## config.mk

```make
export PLATFORM = sky130hd
export DESIGN_NAME = twiddle_scheduler_flat
export DESIGN_NICKNAME = d
export VERILOG_FILES = /design/src/rtl/twiddle_scheduler_pkg.sv /design/src/rtl/twiddle_scheduler_if.sv /design/src/rtl/twiddle_scheduler_addr_gen.sv /design/src/rtl/twiddle_scheduler.sv /design/src/flat_wrapper.sv
export SDC_FILE = /design/constraint.sdc
export NUM_CORES = 1
export LEC_CHECK = 0
export ABC_AREA = 1
export BUFFER_PORTS_ARGS = -buffer_cell sky130_fd_sc_hd__buf_2
export CAP_MARGIN = 20
export CORE_MARGIN = 2
export CORE_UTILIZATION = 40
export CTS_BUF_LIST = sky130_fd_sc_hd__clkbuf_16
export DETAILED_ROUTE_END_ITERATION = 10
export SLEW_MARGIN = 10
export SYNTH_ARGS = -nofsm -noshare
export SYNTH_HDL_FRONTEND = slang
export SYNTH_HIERARCHICAL = 1
export SYNTH_SLANG_ARGS = --single-unit
```

## constraint.sdc

```tcl
create_clock -name clk -period 5.53 [get_ports clk]
set_clock_uncertainty 0.1 [all_clocks]
set_input_delay 0.2765 -clock clk [delete_from_list [all_inputs] [get_ports clk]]
set_output_delay 0.2765 -clock clk [all_outputs]
set_load 0.01 [all_outputs]
```

## src/rtl/twiddle_scheduler_pkg.sv

```systemverilog
// Shared FFT constants, index typedefs and scheduler state encoding
// for the 64-point radix-2 twiddle scheduler.
package fft_pkg;
    localparam int LOG2_N     = 6;
    localparam int N          = 1 << LOG2_N;
    localparam int LANES      = 8;
    localparam int BEATS      = (N / 2) / LANES;
    localparam int NUM_STAGES = LOG2_N;

    typedef logic [LOG2_N-1:0] tw_idx_t;
    typedef logic [2:0]        stage_t;
    typedef logic [1:0]        beat_t;

    typedef enum logic [1:0] {
        IDLE,
        RUN,
        FIN
    } sched_state_t;
endpackage

```

## src/rtl/twiddle_scheduler_if.sv

```systemverilog
// Command bus between FFT control, twiddle scheduler and butterfly datapath.
// TWIDDLE_INV_EN adds inv_i to request conjugate (inverse FFT) twiddles.
interface twiddle_scheduler_if;
    import fft_pkg::*;

    logic    start_i;
    logic    ready_i;
    tw_idx_t tw_start_o;
    tw_idx_t tw_step_o;
    stage_t  stage_o;
    beat_t   beat_o;
    logic    valid_o;
    logic    busy_o;
    logic    done_o;
`ifdef TWIDDLE_INV_EN
    logic    inv_i;

    modport master (
        input  start_i, ready_i, inv_i,
        output tw_start_o, tw_step_o, stage_o, beat_o, valid_o, busy_o, done_o
    );
    modport slave (
        output start_i, ready_i, inv_i,
        input  tw_start_o, tw_step_o, stage_o, beat_o, valid_o, busy_o, done_o
    );
`else
    modport master (
        input  start_i, ready_i,
        output tw_start_o, tw_step_o, stage_o, beat_o, valid_o, busy_o, done_o
    );
    modport slave (
        output start_i, ready_i,
        input  tw_start_o, tw_step_o, stage_o, beat_o, valid_o, busy_o, done_o
    );
`endif
endinterface

```

## src/rtl/twiddle_scheduler_addr_gen.sv

```systemverilog
// Combinational map from (stage, beat, inv) to the LUT (start, step) pair.
// Early stages share one twiddle across lanes; late stages walk consecutive j.
module twiddle_addr_gen
    import fft_pkg::*;
(
    input  stage_t  stage_i,
    input  beat_t   beat_i,
    input  logic    inv_i,
    output tw_idx_t start_o,
    output tw_idx_t step_o
);
    tw_idx_t beat_ext;
    tw_idx_t lane_base;
    tw_idx_t mask;
    tw_idx_t start_raw;
    tw_idx_t step_raw;

    always_comb begin
        beat_ext  = tw_idx_t'(beat_i);
        lane_base = beat_ext * tw_idx_t'(LANES);
        mask      = (tw_idx_t'(1) << stage_i) - tw_idx_t'(1);
        if (stage_i < 3'd3) begin
            step_raw  = '0;
            start_raw = (beat_ext >> (3'd2 - stage_i)) << (3'd5 - stage_i);
        end else begin
            step_raw  = tw_idx_t'(1) << (3'd5 - stage_i);
            start_raw = (lane_base & mask) << (3'd5 - stage_i);
        end
        // Negation mod 64 gives the conjugate twiddle for the inverse transform.
        start_o = inv_i ? (tw_idx_t'(0) - start_raw) : start_raw;
        step_o  = inv_i ? (tw_idx_t'(0) - step_raw)  : step_raw;
    end
endmodule

```

## src/rtl/twiddle_scheduler.sv

```systemverilog
// Walks 6 stages x 4 beats of twiddle commands over a valid/ready bus.
// TWIDDLE_INV_EN enables the inv_i conjugate-twiddle option.
//
// state | meaning
// IDLE  | waiting for start_i; loads stage 0 beat 0 on start
// RUN   | presents registered commands, advances on each accept
// FIN   | one-cycle done_o pulse, start_i ignored
module twiddle_scheduler
    import fft_pkg::*;
(
    input logic                 clk,
    input logic                 rst,
    twiddle_scheduler_if.master bus
);
    sched_state_t state_q, state_d;
    stage_t       stage_q, stage_d, stage_nxt;
    beat_t        beat_q, beat_d, beat_nxt;
    tw_idx_t      tw_start_q, tw_start_d, tw_step_q, tw_step_d;
    tw_idx_t      gen_start, gen_step;
    logic         valid_q, valid_d, busy_q, busy_d, done_q, done_d;
    logic         inv_sel, last_beat;

`ifdef TWIDDLE_INV_EN
    logic inv_q;

    always_ff @(posedge clk or posedge rst) begin
        if (rst) begin
            inv_q <= 1'b0;
        end else if (state_q == IDLE && bus.start_i) begin
            inv_q <= bus.inv_i;
        end
    end

    assign inv_sel = (state_q == IDLE) ? bus.inv_i : inv_q;
`else
    assign inv_sel = 1'b0;
`endif

    // Generator looks one command ahead so accepts stream without bubbles.
    always_comb begin
        beat_nxt  = beat_q + beat_t'(1);
        stage_nxt = (beat_q == beat_t'(BEATS - 1)) ? stage_q + stage_t'(1) : stage_q;
        if (state_q != RUN) begin
            beat_nxt  = '0;
            stage_nxt = '0;
        end
    end

    twiddle_addr_gen u_addr_gen (
        .stage_i (stage_nxt),
        .beat_i  (beat_nxt),
        .inv_i   (inv_sel),
        .start_o (gen_start),
        .step_o  (gen_step)
    );

    assign last_beat = (stage_q == stage_t'(NUM_STAGES - 1)) && (beat_q == beat_t'(BEATS - 1));

    always_comb begin
        state_d    = state_q;
        stage_d    = stage_q;
        beat_d     = beat_q;
        tw_start_d = tw_start_q;
        tw_step_d  = tw_step_q;
        valid_d    = valid_q;
        busy_d     = busy_q;
        done_d     = 1'b0;
        case (state_q)
            IDLE: begin
                if (bus.start_i) begin
                    state_d    = RUN;
                    stage_d    = '0;
                    beat_d     = '0;
                    tw_start_d = gen_start;
                    tw_step_d  = gen_step;
                end
            end
            RUN: begin
                if (!valid_q) begin
                    valid_d = 1'b1;
                    busy_d  = 1'b1;
                end else if (bus.ready_i) begin
                    if (last_beat) begin
                        state_d = FIN;
                        valid_d = 1'b0;
                        busy_d  = 1'b0;
                        done_d  = 1'b1;
                    end else begin
                        stage_d    = stage_nxt;
                        beat_d     = beat_nxt;
                        tw_start_d = gen_start;
                        tw_step_d  = gen_step;
                    end
                end
            end
            FIN: begin
                state_d = IDLE;
            end
            default: begin
                state_d = IDLE;
                valid_d = 1'b0;
                busy_d  = 1'b0;
            end
        endcase
    end

    always_ff @(posedge clk or posedge rst) begin
        if (rst) begin
            state_q    <= IDLE;
            stage_q    <= '0;
            beat_q     <= '0;
            tw_start_q <= '0;
            tw_step_q  <= '0;
            valid_q    <= 1'b0;
            busy_q     <= 1'b0;
            done_q     <= 1'b0;
        end else begin
            state_q    <= state_d;
            stage_q    <= stage_d;
            beat_q     <= beat_d;
            tw_start_q <= tw_start_d;
            tw_step_q  <= tw_step_d;
            valid_q    <= valid_d;
            busy_q     <= busy_d;
            done_q     <= done_d;
        end
    end

    assign bus.tw_start_o = tw_start_q;
    assign bus.tw_step_o  = tw_step_q;
    assign bus.stage_o    = stage_q;
    assign bus.beat_o     = beat_q;
    assign bus.valid_o    = valid_q;
    assign bus.busy_o     = busy_q;
    assign bus.done_o     = done_q;
endmodule

```

## src/flat_wrapper.sv

```systemverilog
// flat-port wrapper written by rule: the top's interface ports become plain ports
module twiddle_scheduler_flat import fft_pkg::*;
  (clk, rst, bus_start_i, bus_ready_i, bus_tw_start_o, bus_tw_step_o, bus_stage_o, bus_beat_o, bus_valid_o, bus_busy_o, bus_done_o);
  twiddle_scheduler_if bus_i ();
  input logic clk;
  input logic rst;
  input wire logic [$bits(bus_i.start_i)-1:0] bus_start_i;
  input wire logic [$bits(bus_i.ready_i)-1:0] bus_ready_i;
  output wire logic [$bits(bus_i.tw_start_o)-1:0] bus_tw_start_o;
  output wire logic [$bits(bus_i.tw_step_o)-1:0] bus_tw_step_o;
  output wire logic [$bits(bus_i.stage_o)-1:0] bus_stage_o;
  output wire logic [$bits(bus_i.beat_o)-1:0] bus_beat_o;
  output wire logic [$bits(bus_i.valid_o)-1:0] bus_valid_o;
  output wire logic [$bits(bus_i.busy_o)-1:0] bus_busy_o;
  output wire logic [$bits(bus_i.done_o)-1:0] bus_done_o;
  assign bus_i.start_i = bus_start_i;
  assign bus_i.ready_i = bus_ready_i;
  assign bus_tw_start_o = bus_i.tw_start_o;
  assign bus_tw_step_o = bus_i.tw_step_o;
  assign bus_stage_o = bus_i.stage_o;
  assign bus_beat_o = bus_i.beat_o;
  assign bus_valid_o = bus_i.valid_o;
  assign bus_busy_o = bus_i.busy_o;
  assign bus_done_o = bus_i.done_o;
  twiddle_scheduler u_core (.clk(clk), .rst(rst), .bus(bus_i));
endmodule
```

# == After elaboration in Yosys (flattened, before gate mapping) ==
# Cells that the tools add are included.
# word_totals
elab_cells,82
input_bits,4
reg_bits,22
# op_classes
n_reduce_logical,7
n_shift,5
n_bitwise,2
eq_ne,12
addsub,5
magnitude_cmp,1
mux,42
# ops
operator,n
$mux W6,10
$pmux W6 S2,2
$mux W2,9
$mux W3,6
$shl A1 B3 Y6 const A,2
$shl A6 B3 Y6,2
$mux W1,10
$pmux W2 S2,2
$and A5 B6 Y6,1
$ne A2 B1 Y1 const B,3
$ne A2 B2 Y1 const B,3
$ne A3 B3 Y1 const B,2
$pmux W3 S2,1
$shr A2 B3 Y6,1
$sub A6 B1 Y6 const B,1
$reduce_and A5 Y1,1
$eq A2 B2 Y1 const B,2
$pmux W1 S2,2
$reduce_and A4 Y1,1
$add A3 B1 Y3 const B,1
$eq A3 B3 Y1 const B,1
$lt A3 B2 Y1 const B,1
$reduce_and A3 Y1,1
$sub A2 B3 Y3 const A,1
other kinds (8),8

# == Longest topological paths before layout ==
# depth
depth_word,12
ltp_mapped,23

# == Modules after synthesis ==
# Netlist, hierarchy kept.
# modules_own_cells
mod,cells_each,seq_area_each_um2,n_inst,area_each_um2
twiddle_scheduler,122,550.5,1,1031.0
twiddle_addr_gen,105,0.0,1,703.2

# == Least setup slack after synthesis ==
# OpenSTA, ideal clock, no wires.
# synth_path
kind,reg2reg
from,"register u_core.beat_q[0], in the netlist u_core/bus.beat_o[0]"
to,"register u_core.tw_start_q[4], in the netlist u_core/bus.tw_start_o[4]"
path_slack_ns,2.684
arrival_ns,2.681
setup_time_ns,0.065
path_buffers,1
synth_period_minus_slack_ns,2.846
stages_incl_launch_ff,17
path_cell_list,dfrtp_1 -> ha_1 -> clkbuf_2 -> nand2_1 -> o21ai_0 -> nor2_1 -> inv_4 -> ha_1 -> inv_8 -> nor3_1 -> nand3_1 -> a21oi_1 -> nand2_1 -> nand2_1 -> xnor2_1 -> nand3_1 -> nand2_1
# synth_between
elab_chain_cells,12
# synth_rtl
item,line_no,text
"start, declared",twiddle_scheduler.sv:17,"beat_t beat_q, beat_d, beat_nxt;"
"start signal, assigned",twiddle_scheduler.sv:120,beat_q <= beat_d;
$eq A2 B2 Y1,twiddle_scheduler.sv:42,stage_nxt = (beat_q == beat_t'(BEATS - 1)) ? stage_q + stage_t'(1) : stage_q;
$mux W3,twiddle_scheduler.sv:42,
$mux W3,twiddle_scheduler.sv:43,if (state_q != RUN) begin
$shl A1 B3 Y6,twiddle_scheduler_addr_gen.sv:21,mask = (tw_idx_t'(1) << stage_i) - tw_idx_t'(1);
$sub A6 B1 Y6,twiddle_scheduler_addr_gen.sv:21,
$and A5 B6 Y6,twiddle_scheduler_addr_gen.sv:27,start_raw = (lane_base & mask) << (3'd5 - stage_i);
$shl A6 B3 Y6,twiddle_scheduler_addr_gen.sv:27,
$mux W6 (*),twiddle_scheduler_addr_gen.sv:22,if (stage_i < 3'd3) begin
via u_core.gen_start[4],twiddle_scheduler.sv:19,"tw_idx_t gen_start, gen_step;"
$mux W6,twiddle_scheduler.sv:83,if (last_beat) begin
$mux W6,twiddle_scheduler.sv:82,end else if (bus.ready_i) begin
$mux W6,twiddle_scheduler.sv:79,if (!valid_q) begin
$pmux W6 S2 (*),twiddle_scheduler.sv:68,case (state_q)
"end signal, assigned",twiddle_scheduler.sv:121,tw_start_q <= tw_start_d;
"end, declared",twiddle_scheduler.sv:18,"tw_idx_t tw_start_q, tw_start_d, tw_step_q, tw_step_d;"
# Mark *: on every way through the listed nets, which the timed path passes. The rest lies on a longest branch. The select of a mux whose other input is x is not followed.
# A chain may end at the register's enable or synchronous reset.

# == Worst setup path in the final report ==
# layout_path
from,"register u_core.stage_q[0], in the netlist u_core/bus.stage_o[0]"
to,"register u_core.tw_start_q[4], in the netlist u_core/bus.tw_start_o[4]"
# layout_between
elab_chain_cells,12
# layout_rtl
item,line_no,text
"start, declared",twiddle_scheduler.sv:16,"stage_t stage_q, stage_d, stage_nxt;"
"start signal, assigned",twiddle_scheduler.sv:119,stage_q <= stage_d;
$add A3 B1 Y3,twiddle_scheduler.sv:42,
$mux W3 (*),twiddle_scheduler.sv:42,
$mux W3 (*),twiddle_scheduler.sv:43,
$shl A1 B3 Y6,twiddle_scheduler_addr_gen.sv:21,
$sub A6 B1 Y6,twiddle_scheduler_addr_gen.sv:21,
$and A5 B6 Y6,twiddle_scheduler_addr_gen.sv:27,
$shl A6 B3 Y6,twiddle_scheduler_addr_gen.sv:27,
$mux W6 (*),twiddle_scheduler_addr_gen.sv:22,
via u_core.gen_start[4],twiddle_scheduler.sv:19,
$mux W6,twiddle_scheduler.sv:83,
$mux W6,twiddle_scheduler.sv:82,
$mux W6,twiddle_scheduler.sv:79,
$pmux W6 S2 (*),twiddle_scheduler.sv:68,
# Marks and branches as above.

==> impl_metrics.ini <==
[critical_path]
worst_setup_path_end_kind = flop
critical_path_depth = 15
worst_ep_arrival_time_ps = 3220
timing.critical_path.buf_inv = 2
reg2regPathDepth = 15
slowest_delay_ps = 580
category_of_the_worst_setup_path_launch_point = flop
crit_path_frequent_cell = sky130_fd_sc_hd__nand2_1
crit_chain = ha_1, nand2_1, o21ai_0, nor2_1, inv_4, ha_1, inv_8, nor3_1, nand3_1, a21oi_1, nand2_1, nand2_1, xnor2_1, nand3_1, nand2_1
path_max_fanout = 10
required_time_of_the_critical_path_ps = 5620
criticalPathCategory = reg2reg
cpLargestDelayFamily = simple AND/OR/NAND/NOR gates
critical_path.slowest_cell = sky130_fd_sc_hd__nor2_1

[logic_synthesis]
synth.cells.most_frequent = 70 x sky130_fd_sc_hd__nand2_1, 35 x sky130_fd_sc_hd__nand3_1, 22 x sky130_fd_sc_hd__dfrtp_1
synth.most_common_cell = sky130_fd_sc_hd__nand2_1
yosysSeqAreaShare_pct = 31.7
syn_warnings = 6
top_cell_type_by_total_area_after_synthesis = sky130_fd_sc_hd__dfrtp_1
synth_edf_count = 0
avgSynthCellArea_um2 = 7.64
yosys.area.top_type_share_pct = 31.7
ys_top_cells_by_area = sky130_fd_sc_hd__dfrtp_1 32%, sky130_fd_sc_hd__nand2_1 15%, sky130_fd_sc_hd__nand3_1 10%
postSynth.topFlopCell = sky130_fd_sc_hd__dfrtp_1
post_synth_inst_count = 227
syn-cell-area_mm2 = 0.00173
ys_types = 33
synth-async-reset-ratio_pct = 100
number_of_flip_flops_and_latches_in_the_synthesized_netlist = 22

[finish]
stdcell_area_mm2 = 0.00195
layout.filler_cells = 449
synthesis_to_finish_area_growth_pct = 12.3
layout.core_utilization_pct = 47.7
finish.cell_count_without_fillers = 300
multi_input_area_mm2 = 0.00103
num-nets-final = 266
fraction_of_final_layout_cells_sized_beyond_drive_strength_1_pct = 24.4
antenna_cells = 0
seqCellArea_um2 = 551

[power]
power.total_mw = 1.09
vdd.ir_drop.worst_v = 0.000259
static-leakage-power_nw = 1.07
power_per_cell_area_mw_per_mm2 = 560

[status]
outcome = complete, no violations

[floorplan]
io-pin-count = 24
dieWidth_um = 69.8
floorplan.die.height_um = 69.8
starting_density_of_the_core_pct = 42.4
rows = 23
design.core.area_mm2 = 0.00409
dieArea_mm2 = 0.00488

[global_route]
grt_first_pass_wirelength_mm = 6.35
antenna_found_initial = 0
grt_pass1_vias = 1379
grt_start_max_net_pins = 23
grt.total_usage_pct = 15.8
residual_overflow_from_global_routing = 0

[sta]
setup_viol = 0
setup-tns-final_ps = 0
fin_hold_ws_ps = 87.8
worst_slew_pin_slew_ps = 843
grt_setup_unrepaired = no
maxSlewViolCount = 0
timing.final.crit_share_pct = 56.6
fmax_mhz = 319
max_slew_margin_pct = 43.8
hold_violations = 0
final.min_clock_period_ps = 3130
final_worst_setup_slack_ps = 2400

[detailed_routing]
routed_wire_per_std_cell_um = 11.7
detail_route.wirelength_mm = 3.52
ant_nets = 0
vias = 1463
detailedRoute.firstIterationViolations = 52
vias_per_cell = 4.88
drcViolationCount = 0
first_pass_iters = 4

[clock_tree]
post_cts_resized = 0
postCtsSetupRepairBufs = 0
max-clock-path-buffers = 2
cts.clk_slew.worst_paths_ps = 60
cts.hold.buffers_added = 0
cts-root-buf = sky130_fd_sc_hd__clkbuf_16
cts.htree.levels = 1
cts_tree = done
numCtsBuffers = 3
clkLatencyLatePin_ps = 250
tritoncts_num_sinks = 22

[min_path]
min-delay-path-class = in2async

[job]
cap_violations = 0

[place]
port_buffers = 23
dpl.cell_count = 296
detailedPlacementHpwl_mm = 2.73
place_ws_ps = 2430
placed_area_mm2 = 0.00187
place.gp.congestion = 0.809
==> routing by layer <==
layer	up-vias	global-route usage (%)	wire length, um
met3	2	0.872	94
li1	777	-	-
met1	655	22.4	1830
met2	29	25.1	1570
met5	-	0	0
met4	0	6.41	31
==> logic make-up (layout without fill, tap and decap cells) <==
group	Yosys count	count (layout)	share of synthesized area, %
xor gates and xnor gates	6	6	3.03
AOI/OAI and AO/OA	14	14	4.62
and+or+nand+nor	144	144	43.4
DFF	22	22	31.7
adders and majority gates	11	11	7.94
buffers and inverters	29	51	9.09
other	1	2	0.216
==> layout by cell type, fill, tap and decap left out, drive strengths merged <==
master / instances
nand3: 39
inv: 22
nor2: 16
ha: 11
dfrtp: 22
clkinv: 2
buf: 24
xnor2: 3
nor3: 2
xor2: 3
a21oi: 3
and3: 1
nand2: 81
conb: 2
o211ai: 1
clkbuf: 3
nand4: 5
o21ai: 10
==> registers in the layout, indices dropped and copies added (netlist names) <==
register,cells
u_core/bus.tw_start_o,6
u_core/bus.tw_step_o,6
u_core/bus.stage_o,3
u_core/bus.beat_o,2
u_core/state_q,2
u_core/bus.busy_o,1
u_core/bus.done_o,1
u_core/bus.valid_o,1
==> worst reg2reg max path, stage by stage, from the launching register on <==
cell and delay, ps:
sky130_fd_sc_hd__dfrtp_1 440, sky130_fd_sc_hd__ha_1 320, sky130_fd_sc_hd__nand2_1 60, sky130_fd_sc_hd__o21ai_0 80
sky130_fd_sc_hd__nor2_1 580, sky130_fd_sc_hd__inv_4 140, sky130_fd_sc_hd__ha_1 420, sky130_fd_sc_hd__inv_8 40
sky130_fd_sc_hd__nor3_1 130, sky130_fd_sc_hd__nand3_1 140, sky130_fd_sc_hd__a21oi_1 160, sky130_fd_sc_hd__nand2_1 100
sky130_fd_sc_hd__nand2_1 80, sky130_fd_sc_hd__xnor2_1 120, sky130_fd_sc_hd__nand3_1 90, sky130_fd_sc_hd__nand2_1 70
==> worst paths after layout <==
path                                                       from                                    to  slack (ps)
setup / recovery              u_core/bus.stage_o[0]$_DFFE_PP0P_  u_core/bus.tw_start_o[4]$_DFFE_PP0P_        2400
hold / removal                                              rst   u_core/bus.tw_step_o[4]$_DFFE_PP0P_          90
setup reg to reg              u_core/bus.stage_o[0]$_DFFE_PP0P_  u_core/bus.tw_start_o[4]$_DFFE_PP0P_        2400
hold reg to reg            u_core/bus.tw_start_o[0]$_DFFE_PP0P_  u_core/bus.tw_start_o[0]$_DFFE_PP0P_         360
max in group asynchronous                                   rst   u_core/bus.tw_step_o[3]$_DFFE_PP0P_        4720
min in group clk                                    bus_start_i         u_core/state_q[0]$_DFFE_PP0P_         270
==> power breakdown <==
part | internal [mW] | switching [mW] | total (mW)
combinational | 0.253 | 0.454 | 0.707
clock | 0.0964 | 0.0552 | 0.152
sequential | 0.202 | 0.0310 | 0.233
==> cell type report <==
type                       instances  area share (%)
multi-input combinational        177            52.9
sequential                        22            28.3
timing repair buffer              24            6.29
inverter                          23            5.33
clock buffer                       3            3.85
tap                               50            3.21
clock inverter                     1           0.193
Power figures use the tool's default switching activity.
